===== src/rtl/sample_msg_splitter_buf.sv =====
// Splits samples (MSB=0) from length-prefixed messages; messages are buffered whole and released on commit.
// Latency: samples 1 cycle; a message becomes valid the cycle after its final word is written. Input has no backpressure; out_msg is valid/ready.
// Option: define SAMPLE_MSG_SPLITTER_STATS_EN to add the saturating msg_drop_count port.
module sample_msg_splitter_buf #(
    parameter int WIDTH     = 32,
    parameter int LEN_WIDTH = 8,
    parameter int MSG_DEPTH = 64
) (
    input  logic             clk,
    input  logic             rst_n,
    input  logic [WIDTH-1:0] in_data,
    input  logic             in_nd,
    output logic [WIDTH-1:0] out_samples,
    output logic             out_samples_nd,
    output logic [WIDTH-1:0] out_msg,
    output logic             out_msg_last,
    output logic             out_msg_valid,
    input  logic             out_msg_ready,
    input  logic             err_clr,
`ifdef SAMPLE_MSG_SPLITTER_STATS_EN
    output logic [15:0]      msg_drop_count,
`endif
    output logic [1:0]       error
);
    localparam int AW = $clog2(MSG_DEPTH);
    localparam int PW = AW + 1;
    localparam int CW = (LEN_WIDTH + 1 > PW + 1) ? LEN_WIDTH + 1 : PW + 1;

    typedef enum logic [1:0] {IDLE, COLLECT, DROP} state_t;

    state_t               state_q, state_d;
    logic [LEN_WIDTH-1:0] rem_q, rem_d;
    logic [PW-1:0]        rd_q, rd_d, wr_q, wr_d, commit_q, commit_d;
    logic [WIDTH-1:0]     samp_q, samp_d;
    logic                 samp_nd_q, samp_nd_d;
    logic [1:0]           error_q, error_d;
    logic [WIDTH:0]       mem_q [MSG_DEPTH];

    logic                 we;
    logic [AW-1:0]        waddr;
    logic [WIDTH:0]       wdat;
    logic [PW-1:0]        base, used;
    logic [CW-1:0]        need, free;
    logic [1:0]           err_set;
    logic                 abort, drop;
    logic                 is_hdr;
    logic [LEN_WIDTH-1:0] len;

    assign is_hdr = in_data[WIDTH-1];
    assign len    = in_data[WIDTH-2 -: LEN_WIDTH];
    // free space counts only committed-unread words; a same-cycle pop is not credited
    assign used   = commit_q - rd_q;
    assign free   = CW'(MSG_DEPTH) - CW'(used);
    assign need   = CW'(len) + CW'(1);

    assign out_msg_valid  = (rd_q != commit_q);
    assign out_msg        = mem_q[rd_q[AW-1:0]][WIDTH-1:0];
    assign out_msg_last   = mem_q[rd_q[AW-1:0]][WIDTH];
    assign out_samples    = samp_q;
    assign out_samples_nd = samp_nd_q;
    assign error          = error_q;

    always_comb begin
        state_d   = state_q;
        rem_d     = rem_q;
        wr_d      = wr_q;
        commit_d  = commit_q;
        samp_d    = samp_q;
        samp_nd_d = 1'b0;
        err_set   = 2'b00;
        abort     = 1'b0;
        drop      = 1'b0;
        we        = 1'b0;
        waddr     = wr_q[AW-1:0];
        wdat      = {1'b0, in_data};
        base      = wr_q;
        if (in_nd) begin
            if (is_hdr) begin
                if (state_q != IDLE) err_set[0] = 1'b1;
                if (state_q == COLLECT) begin
                    base  = commit_q;
                    abort = 1'b1;
                end
                if (need <= free) begin
                    we    = 1'b1;
                    waddr = base[AW-1:0];
                    wdat  = {(len == '0), in_data};
                    wr_d  = base + PW'(1);
                    rem_d = len;
                    if (len == '0) begin
                        commit_d = base + PW'(1);
                        state_d  = IDLE;
                    end else begin
                        state_d  = COLLECT;
                    end
                end else begin
                    err_set[1] = 1'b1;
                    drop       = 1'b1;
                    wr_d       = base;
                    rem_d      = len;
                    state_d    = (len == '0) ? IDLE : DROP;
                end
            end else begin
                case (state_q)
                    IDLE: begin
                        samp_d    = in_data;
                        samp_nd_d = 1'b1;
                    end
                    COLLECT: begin
                        we    = 1'b1;
                        wdat  = {(rem_q == LEN_WIDTH'(1)), in_data};
                        wr_d  = wr_q + PW'(1);
                        rem_d = rem_q - LEN_WIDTH'(1);
                        if (rem_q == LEN_WIDTH'(1)) begin
                            commit_d = wr_q + PW'(1);
                            state_d  = IDLE;
                        end
                    end
                    default: begin
                        rem_d = rem_q - LEN_WIDTH'(1);
                        if (rem_q == LEN_WIDTH'(1)) state_d = IDLE;
                    end
                endcase
            end
        end
        rd_d    = rd_q + PW'(out_msg_valid && out_msg_ready);
        error_d = err_clr ? 2'b00 : (error_q | err_set);
    end

    always_ff @(posedge clk or negedge rst_n) begin
        if (!rst_n) begin
            state_q   <= IDLE;
            rem_q     <= '0;
            rd_q      <= '0;
            wr_q      <= '0;
            commit_q  <= '0;
            samp_q    <= '0;
            samp_nd_q <= 1'b0;
            error_q   <= 2'b00;
        end else begin
            state_q   <= state_d;
            rem_q     <= rem_d;
            rd_q      <= rd_d;
            wr_q      <= wr_d;
            commit_q  <= commit_d;
            samp_q    <= samp_d;
            samp_nd_q <= samp_nd_d;
            error_q   <= error_d;
        end
    end

    always_ff @(posedge clk) begin
        if (we) mem_q[waddr] <= wdat;
    end

`ifdef SAMPLE_MSG_SPLITTER_STATS_EN
    logic [15:0] cnt_q, cnt_d;
    logic [16:0] cnt_sum;

    assign cnt_sum        = {1'b0, cnt_q} + 17'(abort) + 17'(drop);
    assign cnt_d          = err_clr ? 16'd0 : (cnt_sum[16] ? 16'hFFFF : cnt_sum[15:0]);
    assign msg_drop_count = cnt_q;

    always_ff @(posedge clk or negedge rst_n) begin
        if (!rst_n) cnt_q <= 16'd0;
        else        cnt_q <= cnt_d;
    end
`endif
endmodule


===== config.mk =====
export PLATFORM = sky130hd
export DESIGN_NAME = sample_msg_splitter_buf
export DESIGN_NICKNAME = d
export VERILOG_FILES = /design/src/rtl/sample_msg_splitter_buf.sv
export SDC_FILE = /design/constraint.sdc
export NUM_CORES = 2
export LEC_CHECK = 0
export BUFFER_PORTS_ARGS = -buffer_cell sky130_fd_sc_hd__buf_2
export CAP_MARGIN = 20
export CORE_ASPECT_RATIO = 0.7
export CORE_MARGIN = 8
export CORE_UTILIZATION = 44
export DETAILED_ROUTE_END_ITERATION = 16
export PLACE_DENSITY_LB_ADDON = 0.25
export SLEW_MARGIN = 20
export SYNTH_ARGS = -nofsm -noshare
export SYNTH_HDL_FRONTEND = slang
export SYNTH_SLANG_ARGS = --single-unit

===== constraint.sdc =====
create_clock -name clk -period 14.4 [get_ports clk]
set_input_delay 0.72 -clock clk [delete_from_list [all_inputs] [get_ports clk]]
set_output_delay 0.72 -clock clk [all_outputs]
set_load 0.005 [all_outputs]

# Word level (Yosys, flattened, before mapping)
# Memories as Yosys holds them, arrays and structs flattened.
# Cells that the tools add are included.
classes:
  n_addsub: 7
  order_cmp: 1
  n_eq_ne: 6
  mux: 40
  bitwise: 2
  reduce_logical: 11
ops:
  columns: ["operator", "n"]
  rows:
  - ["$mux W33", 4]
  - ["$mux W7", 11]
  - ["$mux W6", 3]
  - ["$mux W2", 8]
  - ["$mux W8", 2]
  - ["$add A7 B1 Y7 const B", 2]
  - ["$mux W1", 12]
  - ["$add A8 B1 Y9 const B", 1]
  - ["$le A9 B9 Y1", 1]
  - ["$eq A8 B1 Y1 const B", 1]
  - ["$logic_not A8 Y1", 1]
  - ["$sub A7 B7 Y8 const A", 1]
  - ["$sub A8 B1 Y8 const B", 1]
  - ["$add A7 B1 Y7", 1]
  - ["$ne A7 B7 Y1", 1]
  - ["$sub A7 B7 Y7", 1]
  - ["$reduce_and A3 Y1", 2]
  - ["$reduce_bool A2 Y1", 3]
  - ["$reduce_and A5 Y1", 1]
  - ["$ne A2 B1 Y1 const B", 2]
  - ["$reduce_and A2 Y1", 2]
  - ["$eq A2 B1 Y1 const B", 1]
  - ["$logic_not A2 Y1", 1]
  - ["$ne A2 B2 Y1 const B", 1]
  - ["3 further kinds", 3]
word_totals:
  reg_bits: 65
  ram_bits: 2112
  output_inout_bits: 69
  memories: 1
mem_list:
  columns: ["name", "depth", "width", "read_ports", "rd_ports_with_merged_regs", "write_ports", "line_no", "text"]
  rows:
  - ["mem_q", 64, 33, 1, 0, 1, "37", "logic [WIDTH:0] mem_q [MSG_DEPTH];"]

# Depth between registers and ports, before layout
depth:
  ltp_word: 8
  depth_mapped: 20
  mapped_depth_nobuf: 17

# Worst setup path after synthesis
# OpenSTA, ideal clock, no wires.
synth_path:
  path_type: "register to register"
  from: "register rd_q[1]"
  to: "memory mem_q[29][0] in the netlist's numbering, enable pin"
  t_arrival_ns: 8.017
  t_required_ns: 13.894
  slack_ns: 5.877
  stages_incl_launch_ff: 21
  period_less_slack_ns: 8.523
  cell_sequence: "dfrtp_1 -> clkbuf_1 -> clkbuf_1 -> clkbuf_1 -> inv_1 -> fa_1 -> a21o_1 -> a21oi_1 -> o21bai_1 -> a21oi_1 -> xor2_1 -> o41ai_1 -> ha_1 -> a21o_1 -> a211o_1 -> or4b_1 -> buf_4 -> nand2_4 -> mux2_4 -> buf_4 -> nor4_1"
synth_between:
  elab_chain_cells: 8
  elab_cells_between_ends: 11
  classes_between: "add/sub (2); order compare (1); mux (8)"
synth_lines:
  columns: ["element", "line_no", "text"]
  rows:
  - ["start: declaration", "33", "logic [PW-1:0] rd_q, rd_d, wr_q, wr_d, commit_q, commit_d;"]
  - ["start signal: assignment", "143", "rd_q <= rd_d;"]
  - ["$sub A7 B7 Y7 (*)", "52", "assign used = commit_q - rd_q;"]
  - ["$sub A7 B7 Y8 (*)", "53", "assign free = CW'(MSG_DEPTH) - CW'(used);"]
  - ["$le A9 B9 Y1 (*)", "84", "if (need <= free) begin"]
  - ["$mux W1", "84", null]
  - ["$mux W1", "78", "if (is_hdr) begin"]
  - ["$mux W1", "77", "if (in_nd) begin"]
  - ["$mux W1", "153", "if (we) mem_q[waddr] <= wdat;"]
  - ["$mux W1 (not written as such)", "153", null]
  - ["end: declaration", "37", null]
# Every way passes the cells marked *; elsewhere a longest branch is shown, timed or not.

# Worst setup path after layout
layout_path:
  from: "register rd_q[0]"
  to: "output port out_msg[10]"
layout_between:
  elab_chain_cells: 1
layout_lines:
  columns: ["element", "line_no", "text"]
  rows:
  - ["$mem_v2 Z64 W33", null, null]
  - ["end: declaration", "15", "output logic [WIDTH-1:0] out_msg,"]
# Every way passes these cells.

==> results.json <==
{
  "boundaryPins": 106,
  "layout_commonest_cell": "edfxtp_1",
  "avgSynthCellArea_um2": 23.66,
  "reg2reg_depth": 17,
  "dr.pass1.iters": 6,
  "switching_share_pct": 31.97,
  "synthArstFlopShare_pct": 2.986,
  "numCtsBuffers": 206,
  "clk_pin_slew_ns": 0.06,
  "row_count": 134,
  "outcome": "complete, no violations",
  "ys_warn_count": 0,
  "netlist_area_um2": 84570,
  "min_period_over_period_pct": 60.49,
  "p_sw_mw": 6.051,
  "drive_gt1_share_pct": 32.94,
  "hold_viol_final": 0,
  "end_kind": "output pin",
  "peakVddDrop_v": 0.0001833,
  "fin_tns_setup_ns": 0,
  "power_density_nw_per_um2": 198.3,
  "synthesis.nets": 3637,
  "htreeDepth": 4,
  "slew_violations": 0,
  "r2r_slack_ns": 7.00,
  "start_util_pct": 44.32,
  "clk_latency_ns": 0.85,
  "num-fill-cells": 14970,
  "synth_edf_count": 2112,
  "clk_path_buf_depth": 4,
  "clock_skew_ns": 0.05282,
  "ys_seq_area_share_pct": 76.92,
  "layout.nets": 3908,
  "cts.sinks": 2177,
  "drt_wl_total_mm": 225.7,
  "cts_root_buf": "clkbuf_16",
  "cp-start-kind": "flop",
  "post_cts_buffers": 0,
  "worstMarginPinSlew_ns": 1.133,
  "cp.required_ns": 13.68,
  "fmax_mhz": 114.8,
  "cts_tree": "built",
  "power_mw": 18.93,
  "endpoint": "out_msg[10]",
  "min_path_type": "input pin to flop",
  "cp_max_fo": 47,
  "crit_chain": "buf_4 -> buf_4 -> buf_4 -> buf_4 -> buf_4 -> mux4_2 -> mux4_2 -> a22oi_1 -> nand2_1 -> buf_2",
  "core_um2": 190800,
  "drc": 0,
  "place_congestion": 0.8181,
  "max_slew_margin_pct": 24.48,
  "arrival_ns": 7.99,
  "placedCellCount": 6152,
  "ctsResizeCount": 0,
  "pwr-share-clk_pct": 27.8,
  "critPathKind": "flop to output pin",
  "die-area_um2": 206700,
  "port-buffer-count": 104,
  "intPower_mw": 12.88,
  "reg2reg_from": "rd_q[0]",
  "synthToLayoutAreaGrowth_pct": 12.87,
  "finalNonFillerCells": 6520,
  "hpwl_mm": 123.3,
  "gr-total-overflow": 0,
  "cpPeakStageDelay_ns": 1.03,
  "cp-startpoint": "rd_q[0]",
  "via_per_inst": 6.189,
  "grt_pass1_wl_mm": 314.4,
  "ys_types": 73,
  "mostFrequentLayoutCells": "2112 x edfxtp_1, 660 x mux4_2, 208 x clkbuf_16",
  "antenna_found_initial": 18,
  "vias": 40360,
  "synth-seq-cells": 2177,
  "cp_slowest_cell": "dfrtp_4",
  "holdWs_ns": 0.1026,
  "die_y_um": 382.8,
  "die_x_um": 540,
  "dr.first_iter.drc_count": 5812,
  "maxCapViolCount": 0,
  "power_frac_comb_pct": 32.0,
  "grt_usage_pct": 21.41,
  "grt_pass1_vias": 40220,
  "cp_common_cell": "buf_4",
  "timing.final.crit_period_ns": 8.710,
  "ant_nets": 0,
  "p_leak_nw": 29.85,
  "synth_cells": 3575,
  "synthFlopType": "edfxtp_1",
  "rsz0062_at_grt": "false",
  "pwr-share-seq_pct": 40.2,
  "grt_max_degree": 96,
  "wl_per_cell_um": 34.62,
  "r2r_end": "mem_q[31][24]",
  "setup_viol": 0
}
stage by stage:
stage | setup WS, ns | cell area [um2] | utilization [%]
CTS | 5.327 | 95430 | 50.02
detailed placement | 6.210 | 89050 | 46.67
global placement | 6.209 | 89040 | 46.67
floorplan | 5.877 | 84570 | -
global route | 4.876 | 95450 | 50.02
finish | 5.690 | 95460 | 50.03
final cells by class:
class	count	area, um2	area share (%)
Sequential cell	2177	65060	68.16
Multi-Input combinational cell	1176	19030	19.94
Clock buffer	260	5420	5.678
Tap cell	2516	3148	3.298
Timing Repair Buffer	260	1724	1.806
Clock inverter	100	955.9	1.001
Inverter	25	101.3	0.1062
Antenna cell	6	15.01	0.01573
worst min path at each step:
stage,start,to,depth (start not counted)
after detailed placement,out_samples[19],out_samples[19],1
after global routing,err_clr,error[0],2
after floorplan,rst_n,commit_q[0],0
after CTS,err_clr,error[0],2
after global placement,out_samples[17],out_samples[17],1
final,err_clr,error[0],2
metal layers:
| metal | share of wire [%] | vias up | global-route usage [%] |
|---|---|---|---|
| met5 | 0.011 | - | 0 |
| met3 | 12 | 293 | 7.372 |
| met4 | 2.3 | 4 | 4.931 |
| met2 | 43 | 2120 | 30.29 |
| li1 | - | 15970 | - |
| met1 | 43 | 21970 | 32.13 |
Yosys cell counts, drive strengths merged, types with 8 or more instances:
master / instances / share of area, %
mux2: 41 / 0.56
o21ai: 21 / 0.12
xor2: 11 / 0.11
nor3: 32 / 0.20
ha: 24 / 0.36
nand2: 62 / 0.29
xnor2: 25 / 0.26
o22ai: 9 / 0.067
buf: 98 / 0.57
clkbuf: 99 / 0.44
dfrtp: 65 / 1.9
nor2: 32 / 0.15
edfxtp: 2112 / 75
a21oi: 34 / 0.22
nor2b: 8 / 0.059
mux2i: 17 / 0.21
a22oi: 68 / 0.60
nor4: 42 / 0.37
mux4: 660 / 18
nand3: 17 / 0.11
inv: 25 / 0.11
power groups by stage:
stage | registers, mW | clock network (mW) | logic (mW)
finish | 7.61 | 5.27 | 6.06
global route | 7.64 | 5.58 | 6.40
CTS | 7.61 | 5.35 | 6.08
detailed placement | 7.74 | 0 | 6.06
global placement | 7.73 | 0 | 6.02
floorplan | 7.60 | 0 | 3.94
flip-flops by register name (all words and copies together), names as in the netlist:
register,count
mem_q,2112
out_samples,31
rem_q,8
commit_q,7
rd_q,7
wr_q,7
error,2
state_q,2
out_samples_nd,1
logic make-up (layout without fill, tap and decap cells):
kind of cell | after synthesis | in the layout | synth area share (%)
mux | 718 | 718 | 18.35
flops | 2177 | 2177 | 76.92
simple gates | 230 | 230 | 1.515
fa+ha+maj | 25 | 25 | 0.3788
buf+inv | 222 | 645 | 1.123
other cells | 1 | 7 | 0.004434
compound gates | 166 | 166 | 1.345
xor+xnor | 36 | 36 | 0.3728
critical path, delay by kind of cell, from the launching register on:
kind	cells	cell delay, ns
muxes	2	1.13
buffers and inverters	6	4.26
and+or+nand+nor	1	0.12
DFF	1	1.03
AOI/OAI and AO/OA	1	0.42
timing repair:
action | 4_1_cts | 5_1_grt
setup endpoints to repair | 0 | 0
endpoints found under the hold margin | 9 | 0
hold buffers | 1 | 0
No activity file was read; power rests on OpenSTA's default activity.
